### config.mk
export PLATFORM = sky130hd
export DESIGN_NAME = l2_dispatch_arbiter
export DESIGN_NICKNAME = d
export VERILOG_FILES = /design/src/rtl/l2_dispatch_arbiter.sv
export SDC_FILE = /design/constraint.sdc
export NUM_CORES = 1
export LEC_CHECK = 0
export ABC_AREA = 1
export CORE_MARGIN = 2
export CORE_UTILIZATION = 45
export DETAILED_ROUTE_END_ITERATION = 8
export PLACE_DENSITY_LB_ADDON = 0.25
export SETUP_SLACK_MARGIN = 0.5
export SLEW_MARGIN = 10
export SYNTH_ARGS = -nofsm -noshare
export SYNTH_HDL_FRONTEND = slang
export SYNTH_SLANG_ARGS = --single-unit
### constraint.sdc
create_clock -name clk_i -period 1.7 [get_ports clk_i]
set_input_delay 0.17 -clock clk_i [delete_from_list [all_inputs] [get_ports clk_i]]
set_output_delay 0.17 -clock clk_i [all_outputs]
set_load 0.005 [all_outputs]
### src/rtl/l2_dispatch_arbiter.sv
// Picks which L2 input stream the controller FSM services next and holds the
// one-hot grant until the FSM reports completion. Also boosts CPU priority when the CPU is starved.
//
// state   | meaning
// --------+-----------------------------------------------------------
// IDLE    | no grant outstanding; any eligible stream is granted next edge
// GRANT   | one do_* held high until fsm_done, then re-arbitrate same edge
module l2_dispatch_arbiter #(
  parameter int N_MSHR       = 4,
  parameter int STARVE_LIMIT = 8,
  parameter int MSHR_CNT_W   = 3,
  parameter int STARVE_W     = 4
) (
  input  logic                  clk_i,
  input  logic                  rst_ni,
  input  logic                  rsp_valid_i,
  input  logic                  fwd_valid_i,
  input  logic                  flush_valid_i,
  input  logic                  fence_valid_i,
  input  logic                  cpu_valid_i,
  input  logic                  fwd_stall_i,
  input  logic                  set_conflict_i,
  input  logic                  evict_stall_i,
  input  logic [MSHR_CNT_W-1:0] mshr_cnt_i,
  input  logic                  fsm_done_i,
  output logic                  do_rsp_o,
  output logic                  do_fwd_o,
  output logic                  do_flush_o,
  output logic                  do_fence_o,
  output logic                  do_cpu_req_o,
  output logic                  busy_o,
  output logic                  starve_boost_o
);

  localparam int IDX_RSP   = 0;
  localparam int IDX_FWD   = 1;
  localparam int IDX_FLUSH = 2;
  localparam int IDX_FENCE = 3;
  localparam int IDX_CPU   = 4;
  localparam int N_SRC     = 5;

  localparam logic [MSHR_CNT_W-1:0] MSHR_FULL  = MSHR_CNT_W'(N_MSHR);
  localparam logic [STARVE_W-1:0]   STARVE_MAX = STARVE_W'(STARVE_LIMIT);

  typedef enum logic {
    ST_IDLE  = 1'b0,
    ST_GRANT = 1'b1
  } state_e;

  state_e              state_q, state_d;
  logic [N_SRC-1:0]    gnt_q, gnt_d;
  logic [STARVE_W-1:0] starve_q, starve_d;

  logic [N_SRC-1:0]    elig;
  logic [N_SRC-1:0]    winner;
  logic                any_elig;
  logic                boost;
  logic                grant_load;

  // Flush and fence must wait for every outstanding miss to retire.
  always_comb begin
    elig            = '0;
    elig[IDX_RSP]   = rsp_valid_i;
    elig[IDX_FWD]   = fwd_valid_i & ~fwd_stall_i;
    elig[IDX_FLUSH] = flush_valid_i & (mshr_cnt_i == '0);
    elig[IDX_FENCE] = fence_valid_i & (mshr_cnt_i == '0);
    elig[IDX_CPU]   = cpu_valid_i & ~set_conflict_i & ~evict_stall_i &
                      (mshr_cnt_i < MSHR_FULL);
  end

  assign any_elig = |elig;
  assign boost    = (starve_q == STARVE_MAX) & elig[IDX_CPU];

  // Responses always win so they drain even while the CPU is boosted.
  always_comb begin
    winner = '0;
    if (elig[IDX_RSP]) begin
      winner[IDX_RSP] = 1'b1;
    end else if (boost) begin
      winner[IDX_CPU] = 1'b1;
    end else if (elig[IDX_FWD]) begin
      winner[IDX_FWD] = 1'b1;
    end else if (elig[IDX_FLUSH]) begin
      winner[IDX_FLUSH] = 1'b1;
    end else if (elig[IDX_FENCE]) begin
      winner[IDX_FENCE] = 1'b1;
    end else if (elig[IDX_CPU]) begin
      winner[IDX_CPU] = 1'b1;
    end
  end

  always_comb begin
    state_d    = state_q;
    gnt_d      = gnt_q;
    grant_load = 1'b0;
    case (state_q)
      ST_IDLE: begin
        if (any_elig) begin
          gnt_d      = winner;
          grant_load = 1'b1;
          state_d    = ST_GRANT;
        end
      end
      ST_GRANT: begin
        if (fsm_done_i) begin
          if (any_elig) begin
            gnt_d      = winner;
            grant_load = 1'b1;
          end else begin
            gnt_d   = '0;
            state_d = ST_IDLE;
          end
        end
      end
      default: begin
        gnt_d   = '0;
        state_d = ST_IDLE;
      end
    endcase
  end

  // Counts consecutive non-CPU grants while the CPU is waiting.
  always_comb begin
    starve_d = starve_q;
    if (grant_load) begin
      if (winner[IDX_CPU]) begin
        starve_d = '0;
      end else if (cpu_valid_i && (starve_q != STARVE_MAX)) begin
        starve_d = starve_q + STARVE_W'(1);
      end
    end
    if (!cpu_valid_i) begin
      starve_d = '0;
    end
  end

  always_ff @(posedge clk_i or negedge rst_ni) begin
    if (!rst_ni) begin
      state_q  <= ST_IDLE;
      gnt_q    <= '0;
      starve_q <= '0;
    end else begin
      state_q  <= state_d;
      gnt_q    <= gnt_d;
      starve_q <= starve_d;
    end
  end

  assign do_rsp_o       = gnt_q[IDX_RSP];
  assign do_fwd_o       = gnt_q[IDX_FWD];
  assign do_flush_o     = gnt_q[IDX_FLUSH];
  assign do_fence_o     = gnt_q[IDX_FENCE];
  assign do_cpu_req_o   = gnt_q[IDX_CPU];
  assign busy_o         = (state_q == ST_GRANT);
  assign starve_boost_o = boost;

endmodule

# [Word level (Yosys, flattened, before mapping)]
# Cells that the tools add are included.
[op_classes] n_addsub=1 eq_ne=6 magnitude_cmp=1 reduce_logical=5 n_mux=24 bitwise_logic=11
[ops] op="2-to-1 mux 4 bit" n=5
[ops] op="2-to-1 mux 5 bit" n=3
[ops] op="2-to-1 mux 1 bit" n=10
[ops] op="one-hot mux 5 bit (2 select lines)" n=1
[ops] op="AND 1 bit" n=7
[ops] op="2-to-1 mux 3 bit" n=2
[ops] op="OR reduction 5 bit" n=1
[ops] op="adder 4 x 1 -> 4 bit (second input constant)" n=1
[ops] op="equality test 4 bit (second input constant)" n=1
[ops] op="!= test 2 bit (second input constant)" n=2
[ops] op="!= test 4 bit (second input constant)" n=1
[ops] op="inverter 1 bit" n=4
[ops] op="one-hot mux 1 bit (2 select lines)" n=2
[ops] op="AND reduction 2 bit" n=2
[ops] op="logical NOT 3 bit" n=1
[ops] op="< comparator 3 bit (second input constant)" n=1
[ops] op="!= test 3 x 1 -> 1 bit (second input constant)" n=1
[ops] op="2-to-1 mux 2 bit" n=1
[ops] op="!= test 2 x 1 -> 1 bit (second input constant)" n=1
[ops] op="logical AND 1 bit" n=1
[word_totals] out_inout_bits=7 input_bits=14 ff_bits=10

# [Longest topological paths before layout]
# Gate-level depths: netlist (run 1).
[logic_depth] depth_word=13 depth_mapped=12

# [Worst setup path before layout (run 1)]
# Ideal clock, no wire load.
[synth_timing] kind="reg2reg" startpoint="register starve_q[0]" endpoint="register starve_q[2]" setup_slack_ns=0.252 synth_period_minus_slack_ns=1.448 path_stages_with_launch=12 arrival_time_ns=1.330 required_ns=1.582 setup_ns=0.118 cell_sequence="dfrtp_1 -> inv_1 -> ha_1 -> nand2_1 -> nor2_1 -> inv_2 -> nor2_4 -> inv_2 -> nand2_4 -> nand3_4 -> nand3_1 -> nand2_1"
[synth_between] elab_chain_cells=7
[synth_lines] element="start, declared" line_no="52" rtl="logic [STARVE_W-1:0] starve_q, starve_d;"
[synth_lines] element="start signal, assigned" line_no="145" rtl="starve_q <= starve_d;"
[synth_lines] element="equality test 4 bit *" line_no="72" rtl="assign boost = (starve_q == STARVE_MAX) & elig[IDX_CPU];"
[synth_lines] element="AND 1 bit *" line_no="72"
[synth_lines] element="net starve_boost_o" line_no="32" rtl="output logic starve_boost_o"
[synth_lines] element="2-to-1 mux 1 bit *" line_no="79" rtl="end else if (boost) begin"
[synth_lines] element="2-to-1 mux 4 bit *" line_no="77" rtl="if (elig[IDX_RSP]) begin"
[synth_lines] element="2-to-1 mux 4 bit" line_no="126" rtl="if (winner[IDX_CPU]) begin"
[synth_lines] element="2-to-1 mux 4 bit" line_no="125" rtl="if (grant_load) begin"
[synth_lines] element="2-to-1 mux 4 bit" line_no="132" rtl="if (!cpu_valid_i) begin"
# The timed path passes the listed nets; every way through them passes the cells marked *. The select of a mux whose other input is x is not followed.
# A chain may end at the register's enable or synchronous reset.

# [Final worst setup path (run 1)]
[layout_timing] startpoint="register starve_q[0]" endpoint="register starve_q[0]"
[layout_between] elab_chain_cells=7
[layout_lines] element="equality test 4 bit" line_no="72"
[layout_lines] element="AND 1 bit" line_no="72"
[layout_lines] element="2-to-1 mux 1 bit" line_no="79"
[layout_lines] element="2-to-1 mux 4 bit" line_no="77"
[layout_lines] element="2-to-1 mux 4 bit" line_no="126"
[layout_lines] element="2-to-1 mux 4 bit" line_no="125"
[layout_lines] element="2-to-1 mux 4 bit" line_no="132"
# Several ways; a longest one is shown, not always the timed one. The select of a mux whose other input is x is not followed.

==> flow_summary_export.csv, run 1 <==
group,metric,value,unit
clock_tree,numCtsBuffers,3,
worst_setup_path,reg2reg_slack,150,ps
clock_tree,cts_sinks,10,
grt,grt_pass1_wl,3280,um
place,placed_area,956,sq um
floorplan,initial_core_util,0.480,
grt,antenna_found_initial,0,
worst_setup_path,critPathKind,"flop to flop",
grt,grt_max_degree,11,
clock_tree,clock-root-buffer,"clkbuf_4",
clock_tree,clk_pin_slew,70,ps
floorplan,die_x,43.8,um
synth,synthesis.area,714,sq um
detailed_routing,first_iter_violations,20,
layout,post_route_cells_drive_above_1_share,0.474,
timing,fmaxAchievable,646,MHz
detailed_routing,firstDrtPassIters,4,
timing,setup_tns,0,ps
timing,finalSetupViolations,0,
detailed_routing,wl_per_cell,15.0,um
synth,synthCells,93,
flow_run,maxCapViolCount,0,
detailed_routing,via_per_inst,5.20,
timing,final_hold_viol_count,0,
worst_setup_path,cp_cell_sequence,"inv_2 -> buf_6 -> buf_4 -> buf_4 -> buf_4 -> buf_6 -> buf_6 -> buf_6 -> nand2_4 -> a21oi_2 -> nand3_2 -> nand2_1",
place,io_buffers,20,
timing,finClkSkew,3.55,ps
worst_setup_path,cpMostUsedCell,"buf_6",
synth,synth-compound-area-share,0.0788,
synth,synth-xor-area-share,0.0245,
synth,synthDistinctLibCells,22,
worst_setup_path,r2r_start,"starve_q[0]$_DFFE_PN0P_",
layout,nets,154,
worst_setup_path,crit_required,1860,ps
detailed_routing,ant_nets,0,
worst_setup_path,crit_path_start_kind,"flop",
synth,synth-adder-area-share,0.0350,
layout,post-route-util,0.861,
place,gp_congestion,0.893,
floorplan,core_area,1490,sq um
clock_tree,postCtsHoldBufs,0,
grt,grt.total_usage,0.227,
grt,first_global_vias,768,
synth,synth_seq_cells,10,
worst_setup_path,worstRegToRegCells,12,
synth,synth-simple-area-share,0.420,
layout,area_delta_synth_final,79.3,%
floorplan,io_pins,21,
worst_setup_path,max_stage_delay,380,ps
timing,worst_pin_slew,413,ps
worst_setup_path,crit_slowest_cell,"dfrtp_1",
synth,syn_area_per_cell,7.68,sq um
worst_setup_path,arrival,1710,ps
timing,rsz0062_at_grt,"yes",
pwr,power_leakage,0.674,nW
worst_setup_path,cp-end-kind,"flop",
detailed_routing,vias,795,
pwr,p_per_area,594,nW/um^2
synth,yosys_warnings,0,
floorplan,die_y,43.8,um
pwr,finalPower,0.761,mW
status,status,"completed",
floorplan,row_count,14,
synth,syn_nets,109,
timing,max_slew_margin,0.724,
detailed_routing,drcViolationCount,0,
timing,period_share,0.911,
detailed_routing,drt_wl_total,2300,um
layout,num_antenna_cells,0,
synth,ys_seq_area_frac,0.350,
clock_tree,clk_path_buf_depth,2,
floorplan,die_area,1920,sq um
clock_tree,insertion_delay,260,ps
layout,nFillCells,81,
layout,fin_area,1280,sq um
clock_tree,cts_max_level,1,
worst_setup_path,rr_endpoint,"starve_q[0]$_DFFE_PN0P_",
hold_path,hold_path_class,"input pin to async pin",
layout,final_cell_mix,"nand2_1, buf_6, dlygate4sd2_1, dfrtp_1, nand3_1",
clock_tree,cts_tree,"built",
timing,slew_viol_final,0,
synth,muxShareOfSynthArea,0,
timing,min_period,1550,ps
layout,layout_commonest_cell,"nand2_1",
place,place_hpwl,1230,um
grt,gr-total-overflow,0,
synth,synth_top_family_by_area,"simple AND/OR/NAND/NOR gates",
pwr,ir_worst_vdd,0.000449,V
worst_setup_path,cp_max_fo,2,
[cell type report]
class                   count  area, sq um  share of cell area
inverters                  13         56.3              0.0439
multi-input cells          69          519               0.405
flip-flops and latches     10          250               0.195
well taps                  16         20.0              0.0156
repair buffers             41          399               0.312
clock buffers               4         36.3              0.0283
[how the worst max path moves through the flow]
stage | from | to | slack, ps | cells after the start
floorplan | starve_q[0]$_DFFE_PN0P_ | starve_q[2]$_DFFE_PN0P_ | 290 | 11
finish | starve_q[0]$_DFFE_PN0P_ | starve_q[0]$_DFFE_PN0P_ | 150 | 12
global route | starve_q[0]$_DFFE_PN0P_ | starve_q[2]$_DFFE_PN0P_ | 100 | 11
CTS | starve_q[0]$_DFFE_PN0P_ | starve_q[0]$_DFFE_PN0P_ | 170 | 12
detailed placement | cpu_valid_i | starve_q[0]$_DFFE_PN0P_ | -10 | 10
global placement | cpu_valid_i | starve_boost_o | 30 | 6
[registers in the layout, summed over array words and instances (netlist names)]
name / count
gnt_q: 5
starve_q: 4
busy_o: 1
[critical path: cells and delay by family (launching register included)]
family,cells,cell delay (ps)
buffers and inverters,8,850
AO/OA/AOI/OAI,1,40
flip-flops,1,380
AND/OR/NAND/NOR,3,180
[timing repair]
| item | in CTS | in global routing |
|---|---|---|
| setup buffers | 14 | 3 |
| pin swaps | 10 | 11 |
| gates resized for setup | 41 | 27 |
| hold endpoints to repair | 0 | 0 |
| setup endpoints to repair | 16 | 11 |
[metrics by stage]
| step | setup slack (ps) | hold slack, ps | cells |
|---|---|---|---|
| after CTS | 170 | 223 | 150 |
| after floorplan | 294 | -126 | 93 |
| after global routing | 105 | 245 | 153 |
| after global placement | 31.8 | 457 | 132 |
| final | 151 | 201 | 153 |
| after detailed placement | -12.2 | 472 | 132 |
[report_power, final]
group	total (mW)	switching [mW]	leakage [nW]	internal, mW
Combinational	0.275	0.134	0.522	0.141
Sequential	0.276	0.0188	0.131	0.257
Clock	0.211	0.0807	0.0210	0.130
[synth_stat cells]
cell type  number  area, sq um
nand2_1        21         78.8
nand3_1        13         65.1
dfrtp_1        10          250
inv_1           9         33.8
nor2_1          8         30.0
o21ai_0         4         20.0
nand2_4         3         33.8
nor2_2          3         18.8
nor2_4          3         33.8
a21oi_1         2         10.0
ha_1            2         25.0
inv_2           2         7.51
inv_4           2         12.5
o21ai_1         2         10.0
xor2_1          2         17.5
buf_6           1         11.3
nand3_2         1         10.0
nand3_4         1         17.5
nand4_1         1         6.26
o211ai_1        1         7.51
o21ai_2         1         8.76
or2_2           1         6.26
[logic make-up after synthesis]
| family | after synthesis |
|---|---|
| DFF | 10 |
| and+or+nand+nor | 55 |
| buffers and inverters | 14 |
| AOI/OAI and AO/OA | 10 |
| xor gates and xnor gates | 2 |
| adders and majority gates | 2 |
[routing by layer]
layer | GRT usage | routed length, um | vias up
met5 | 0 | 0 | -
met4 | 0.109 | 99 | 0
met3 | 0.0125 | 106 | 14
met2 | 0.403 | 1200 | 36
met1 | 0.276 | 888 | 357
li1 | - | - | 388
No activity file was read; power rests on OpenSTA's default activity.
==> run 2, diff against run 1 <==
- CORE_UTILIZATION: 45 -> 49
- clock period: 1.7 -> 2 ns (I/O delays scaled with it)
==> run 2 against run 1 <==
Clock power is 40% lower. Design area is 19% lower. Via count is 9.6% lower. Clock skew is 1.5 ps lower. Worst hold slack better by 48 ps. Clock-buffer cell count is 1 lower. Combinational power is 34% lower. Largest power group unchanged.
==> flow_summary_export.csv, run 2 (synthesis results as in run 1) <==
group,metric,value,unit
status,status,"completed",
timing,period_share,0.748,
detailed_routing,drt_wl_total,1710,um
clock_tree,cts_max_level,1,
layout,nets,140,
layout,area_delta_synth_final,45.2,%
clock_tree,clk_pin_slew,60,ps
timing,final_hold_viol_count,0,
grt,first_global_vias,653,
floorplan,die_y,42.2,um
pwr,internal_power,0.378,mW
pwr,power_switching,0.166,mW
grt,grt_max_degree,11,
timing,rsz0062_at_grt,"yes",
pwr,clkPwrFrac,0.234,
pwr,ir_worst_vdd,0.000231,V
place,gp_congestion,0.802,
grt,grt_pass1_wl,2750,um
worst_setup_path,cp_num_buf_inv,3,
layout,largest_register,"gnt_q",
grt,grt.total_usage,0.198,
pwr,p_sw_frac,0.306,
worst_setup_path,crit_start,"starve_q[1]$_DFFE_PN0P_",
pwr,finalPower,0.544,mW
clock_tree,postCtsHoldBufs,0,
hold_path,hold_path_class,"input pin to async pin",
detailed_routing,firstDrtPassIters,4,
worst_setup_path,cp_cell_sequence,"inv_2 -> ha_4 -> nand2_4 -> nor2_4 -> inv_2 -> nor2_4 -> buf_2",
detailed_routing,ant_nets,0,
floorplan,io_pins,21,
layout,largest_reg_flops,5,
worst_setup_path,cp-end-kind,"primary output",
clock_tree,cts_tree,"built",
floorplan,initial_core_util,0.536,
worst_setup_path,crit_path_start_kind,"flop",
worst_setup_path,crit_required,1800,ps
clock_tree,insertion_delay,250,ps
layout,layout_commonest_cell,"nand2_1",
worst_setup_path,critPathKind,"flop to primary output",
pwr,p_comb_frac,0.334,
grt,antenna_found_initial,0,
pwr,sequentialPowerShare,0.432,
pwr,power_leakage,0.514,nW
layout,nFillCells,98,
place,dp_slack,241,ps
floorplan,die_x,42.2,um
flow_run,maxCapViolCount,0,
worst_setup_path,arrival,1300,ps
layout,final_cell_mix,"nand2_1, clkdlybuf4s50_1, nand3_1, dfrtp_1",
worst_setup_path,cp_max_fo,2,
pwr,p_per_area,524,nW/um^2
clock_tree,clk_path_buf_depth,2,
detailed_routing,first_iter_violations,30,
floorplan,row_count,13,
detailed_routing,vias,719,
clock_tree,numCtsBuffers,3,
detailed_routing,drcViolationCount,0,
timing,fmaxAchievable,668,MHz
worst_setup_path,max_stage_delay,400,ps
grt,gr-total-overflow,0,
detailed_routing,via_per_inst,5.25,
floorplan,die_area,1780,sq um
timing,setup_slack,503,ps
place,place_hpwl,1190,um
worst_setup_path,critical_path.top_delay_family,"flip-flops",
timing,finalSetupViolations,0,
floorplan,core_area,1330,sq um
timing,finClkSkew,2.07,ps
place,io_buffers,20,
clock_tree,clock-root-buffer,"clkbuf_4",
worst_setup_path,crit_slowest_cell,"dfrtp_1",
timing,min_period,1500,ps
layout,num_antenna_cells,0,
timing,setup_tns,0,ps
timing,max_slew_margin,0.715,
detailed_routing,wl_per_cell,12.5,um
layout,post_route_cells_drive_above_1_share,0.295,
timing,worst_pin_slew,427,ps
worst_setup_path,reg2reg_slack,540,ps
timing,slew_viol_final,0,
worst_setup_path,r2r_start,"starve_q[1]$_DFFE_PN0P_",
clock_tree,cts_sinks,10,
run 2: changes by cell type in the layout (fill, tap and decap cells not counted), moves of 4 or more:
| cell | before | now |
|---|---|---|
| buf_6 | 13 | 0 |
| clkdlybuf4s50_1 | 2 | 18 |
| nor2_1 | 3 | 7 |
| dlygate4sd2_1 | 12 | 0 |
| dlymetal6s2s_1 | 5 | 1 |
run 2: repair_timing:
item	4_1_cts	5_1_grt
endpoints found under the setup margin	5	5
pin swaps	3	5
gates cloned	0	0
resized for setup	11	5
setup buffers	4	2
run 2: worst paths after layout:
path                                            to  cells past startpoint
max in group asynchronous  starve_q[2]$_DFFE_PN0P_                      1
hold / removal                gnt_q[2]$_DFFE_PN0P_                      1
hold reg to reg               gnt_q[0]$_DFFE_PN0P_                      2
setup / recovery                    starve_boost_o                      7
setup reg to reg           starve_q[3]$_DFFE_PN0P_                     11
min in group clk_i         starve_q[3]$_DFFE_PN0P_                      5
run 2: worst register-to-register path, cell delays in order, from the launching register on:
cell     delay (ps)
dfrtp_1         400
inv_2            80
ha_4            140
nand2_4          50
nor2_4          100
inv_2            60
nor2_4           90
inv_2            60
nand2_4          90
nand3_4         110
nand3_2          90
nand2_1          60
run 2: stage by stage:
step / hold WS, ps / util / area, sq um / instances
3_3_place_gp: 458 / 0.697 / 930 / 128
2_1_floorplan: -95.6 / - / 714 / 93
6_report: 249 / 0.778 / 1040 / 137
4_1_cts: 271 / 0.750 / 1000 / 135
5_1_grt: 292 / 0.778 / 1040 / 137
3_5_place_dp: 479 / 0.697 / 930 / 128
run 2: power groups by stage:
| stage | Clock (mW) | Combinational, mW | Sequential [mW] |
|---|---|---|---|
| global placement | 0 | 0.131 | 0.238 |
| finish | 0.127 | 0.181 | 0.235 |
| floorplan | 0 | 0.0766 | 0.235 |
| CTS | 0.128 | 0.166 | 0.234 |
| detailed placement | 0 | 0.134 | 0.239 |
| global route | 0.142 | 0.201 | 0.237 |
run 2: layer usage:
| metal | up-vias | global-route usage | wire length, um |
|---|---|---|---|
| met4 | 0 | 0.0938 | 59 |
| met2 | 39 | 0.308 | 824 |
| met3 | 7 | 0.0129 | 129 |
| met5 | - | 0 | 0 |
| li1 | 359 | - | - |
| met1 | 314 | 0.276 | 698 |
run 2: final cells by class:
type,count,area [sq um],area share
well taps,15,18.8,0.0181
repair buffers,27,250,0.241
multi-input cells,69,442,0.426
inverters,13,53.8,0.0519
clock buffers,3,22.5,0.0217
flip-flops and latches,10,250,0.241
==> run 3, diff against run 2 <==
- CORE_UTILIZATION: 49 -> 45
- clock period: 2 -> 1.6 ns (I/O delays scaled with it)
==> run 3 against run 2 <==
Power rose by 40%. Sequential share of layout area shrank 2.3 points. Die area up 8.0%. Combinational power grew 33%. Design area grew 10%. Wire length is 12% higher. Critical path depth grew 5.
==> flow_summary_export.csv, run 3 (synthesis results as in run 1) <==
group,metric,value,unit
detailed_routing,drcViolationCount,0,
timing,slew_viol_final,0,
timing,period_share,0.948,
layout,largest_register,"gnt_q",
floorplan,die_x,43.8,um
timing,setup_tns,0,ps
timing,finalSetupViolations,0,
worst_setup_path,crit_required,1760,ps
grt,first_global_vias,747,
timing,fmaxAchievable,659,MHz
detailed_routing,via_per_inst,5.16,
detailed_routing,first_iter_violations,11,
timing,finClkSkew,1.20,ps
timing,max_slew_margin,0.698,
grt,grt_max_degree,11,
pwr,ir_worst_vdd,0.000568,V
layout,nFillCells,103,
clock_tree,clk_pin_slew,70,ps
clock_tree,numCtsBuffers,3,
pwr,p_per_area,666,nW/um^2
clock_tree,clock-root-buffer,"clkbuf_4",
timing,min_period,1520,ps
detailed_routing,wl_per_cell,13.0,um
layout,final_cell_mix,"nand2_1, dlygate4sd2_1, buf_4, dfrtp_1",
pwr,power_leakage,0.594,nW
layout,largest_reg_flops,5,
worst_setup_path,cp-end-kind,"flop",
timing,holdWs,202,ps
layout,layout_commonest_cell,"nand2_1",
clock_tree,insertion_delay,270,ps
flow_run,maxCapViolCount,0,
layout,post_route_cells_drive_above_1_share,0.420,
place,dp_cells,135,
floorplan,core_area,1490,sq um
floorplan,die_y,43.8,um
status,status,"completed",
place,io_buffers,20,
grt,grt_pass1_wl,3130,um
detailed_routing,firstDrtPassIters,4,
timing,rsz0062_at_grt,"yes",
floorplan,io_pins,21,
floorplan,row_count,14,
layout,area_delta_synth_final,60.2,%
layout,num_antenna_cells,0,
grt,grt.total_usage,0.220,
layout,nets,148,
clock_tree,cts_sinks,10,
clock_tree,cts_max_level,1,
worst_setup_path,cp_max_fo,5,
grt,gr-total-overflow,0,
worst_setup_path,crit_path_start_kind,"flop",
worst_setup_path,critPathKind,"flop to flop",
pwr,finalPower,0.763,mW
floorplan,die_area,1920,sq um
layout,stdcell_count,147,
floorplan,initial_core_util,0.480,
detailed_routing,vias,759,
timing,final_hold_viol_count,0,
hold_path,hold_path_class,"input pin to async pin",
place,gp_congestion,0.824,
detailed_routing,ant_nets,0,
clock_tree,cts_tree,"built",
clock_tree,clk_path_buf_depth,2,
grt,antenna_found_initial,0,
detailed_routing,drt_wl_total,1920,um
worst_setup_path,arrival,1680,ps
clock_tree,postCtsHoldBufs,0,
timing,worst_pin_slew,451,ps
place,place_hpwl,1260,um
[run 3: cell types whose count changed in the layout (fill, tap and decap cells not counted), moves of 2 or more]
cell and change:
nand3_2 +3, buf_6 +3, inv_1 -3, o21ai_0 -3, clkdlybuf4s50_1 -16, buf_4 +5
nand3_1 -3, inv_2 +2, clkdlybuf4s15_1 +2, dlygate4sd2_1 +14
[run 3: final cells by class]
type	instances	area [sq um]	area share
Inverter	13	56.3	0.0492
Timing Repair Buffer	35	303	0.264
Sequential cell	10	250	0.219
Tap cell	16	20.0	0.0175
Clock buffer	4	36.3	0.0317
Multi-Input combinational cell	69	479	0.419
[run 3: per-stage QoR]
step	util	area (sq um)	worst slack (ps)
floorplan	-	717	194
global placement	0.657	978	-56.8
detailed placement	0.657	978	-70.5
CTS	0.745	1110	79.3
global route	0.769	1140	17.4
finish	0.769	1140	83.1
[run 3: layer usage]
metal  share of wire  global-route usage  up-vias
li1                -                   -      375
met4           0.018              0.0364        0
met3           0.035              0.0667        4
met1            0.40               0.236      361
met5               0                   0        -
met2            0.55               0.424       19
[run 3: repair_timing]
action,4_1_cts,5_1_grt
gates resized for setup,45,8
setup endpoints to repair,16,11
pin swaps,16,9
buffers inserted,6,2
[run 3: where the power goes]
| part | switching, mW | internal, mW | leakage, nW |
|---|---|---|---|
| Clock | 0.0946 | 0.138 | 0.0210 |
| Sequential | 0.0162 | 0.273 | 0.131 |
| Combinational | 0.129 | 0.112 | 0.442 |
| Total | 0.239 | 0.523 | 0.594 |
[run 3: final timing paths]
| path | startpoint | to | slack [ps] | cells past startpoint |
|---|---|---|---|---|
| setup / recovery | starve_q[0]$_DFFE_PN0P_ | starve_q[1]$_DFFE_PN0P_ | 80 | 12 |
| hold / removal | rst_ni | gnt_q[3]$_DFFE_PN0P_ | 200 | 1 |
| setup reg to reg | starve_q[0]$_DFFE_PN0P_ | starve_q[1]$_DFFE_PN0P_ | 80 | 12 |
| hold reg to reg | gnt_q[3]$_DFFE_PN0P_ | gnt_q[3]$_DFFE_PN0P_ | 480 | 2 |
| max in group asynchronous | rst_ni | gnt_q[0]$_DFFE_PN0P_ | 1090 | 1 |
| min in group clk_i | flush_valid_i | gnt_q[3]$_DFFE_PN0P_ | 320 | 3 |
[run 3: worst max-delay path: stages, from the launching register on]
cell and delay [ps]:
dfrtp_1 390, inv_2 90, ha_4 150, nand2_4 50, nor2_4 90, inv_2 60
nor2_4 90, buf_6 100, inv_4 30, nand2_4 80, nand3_4 120, nand3_2 110
nand2_1 50
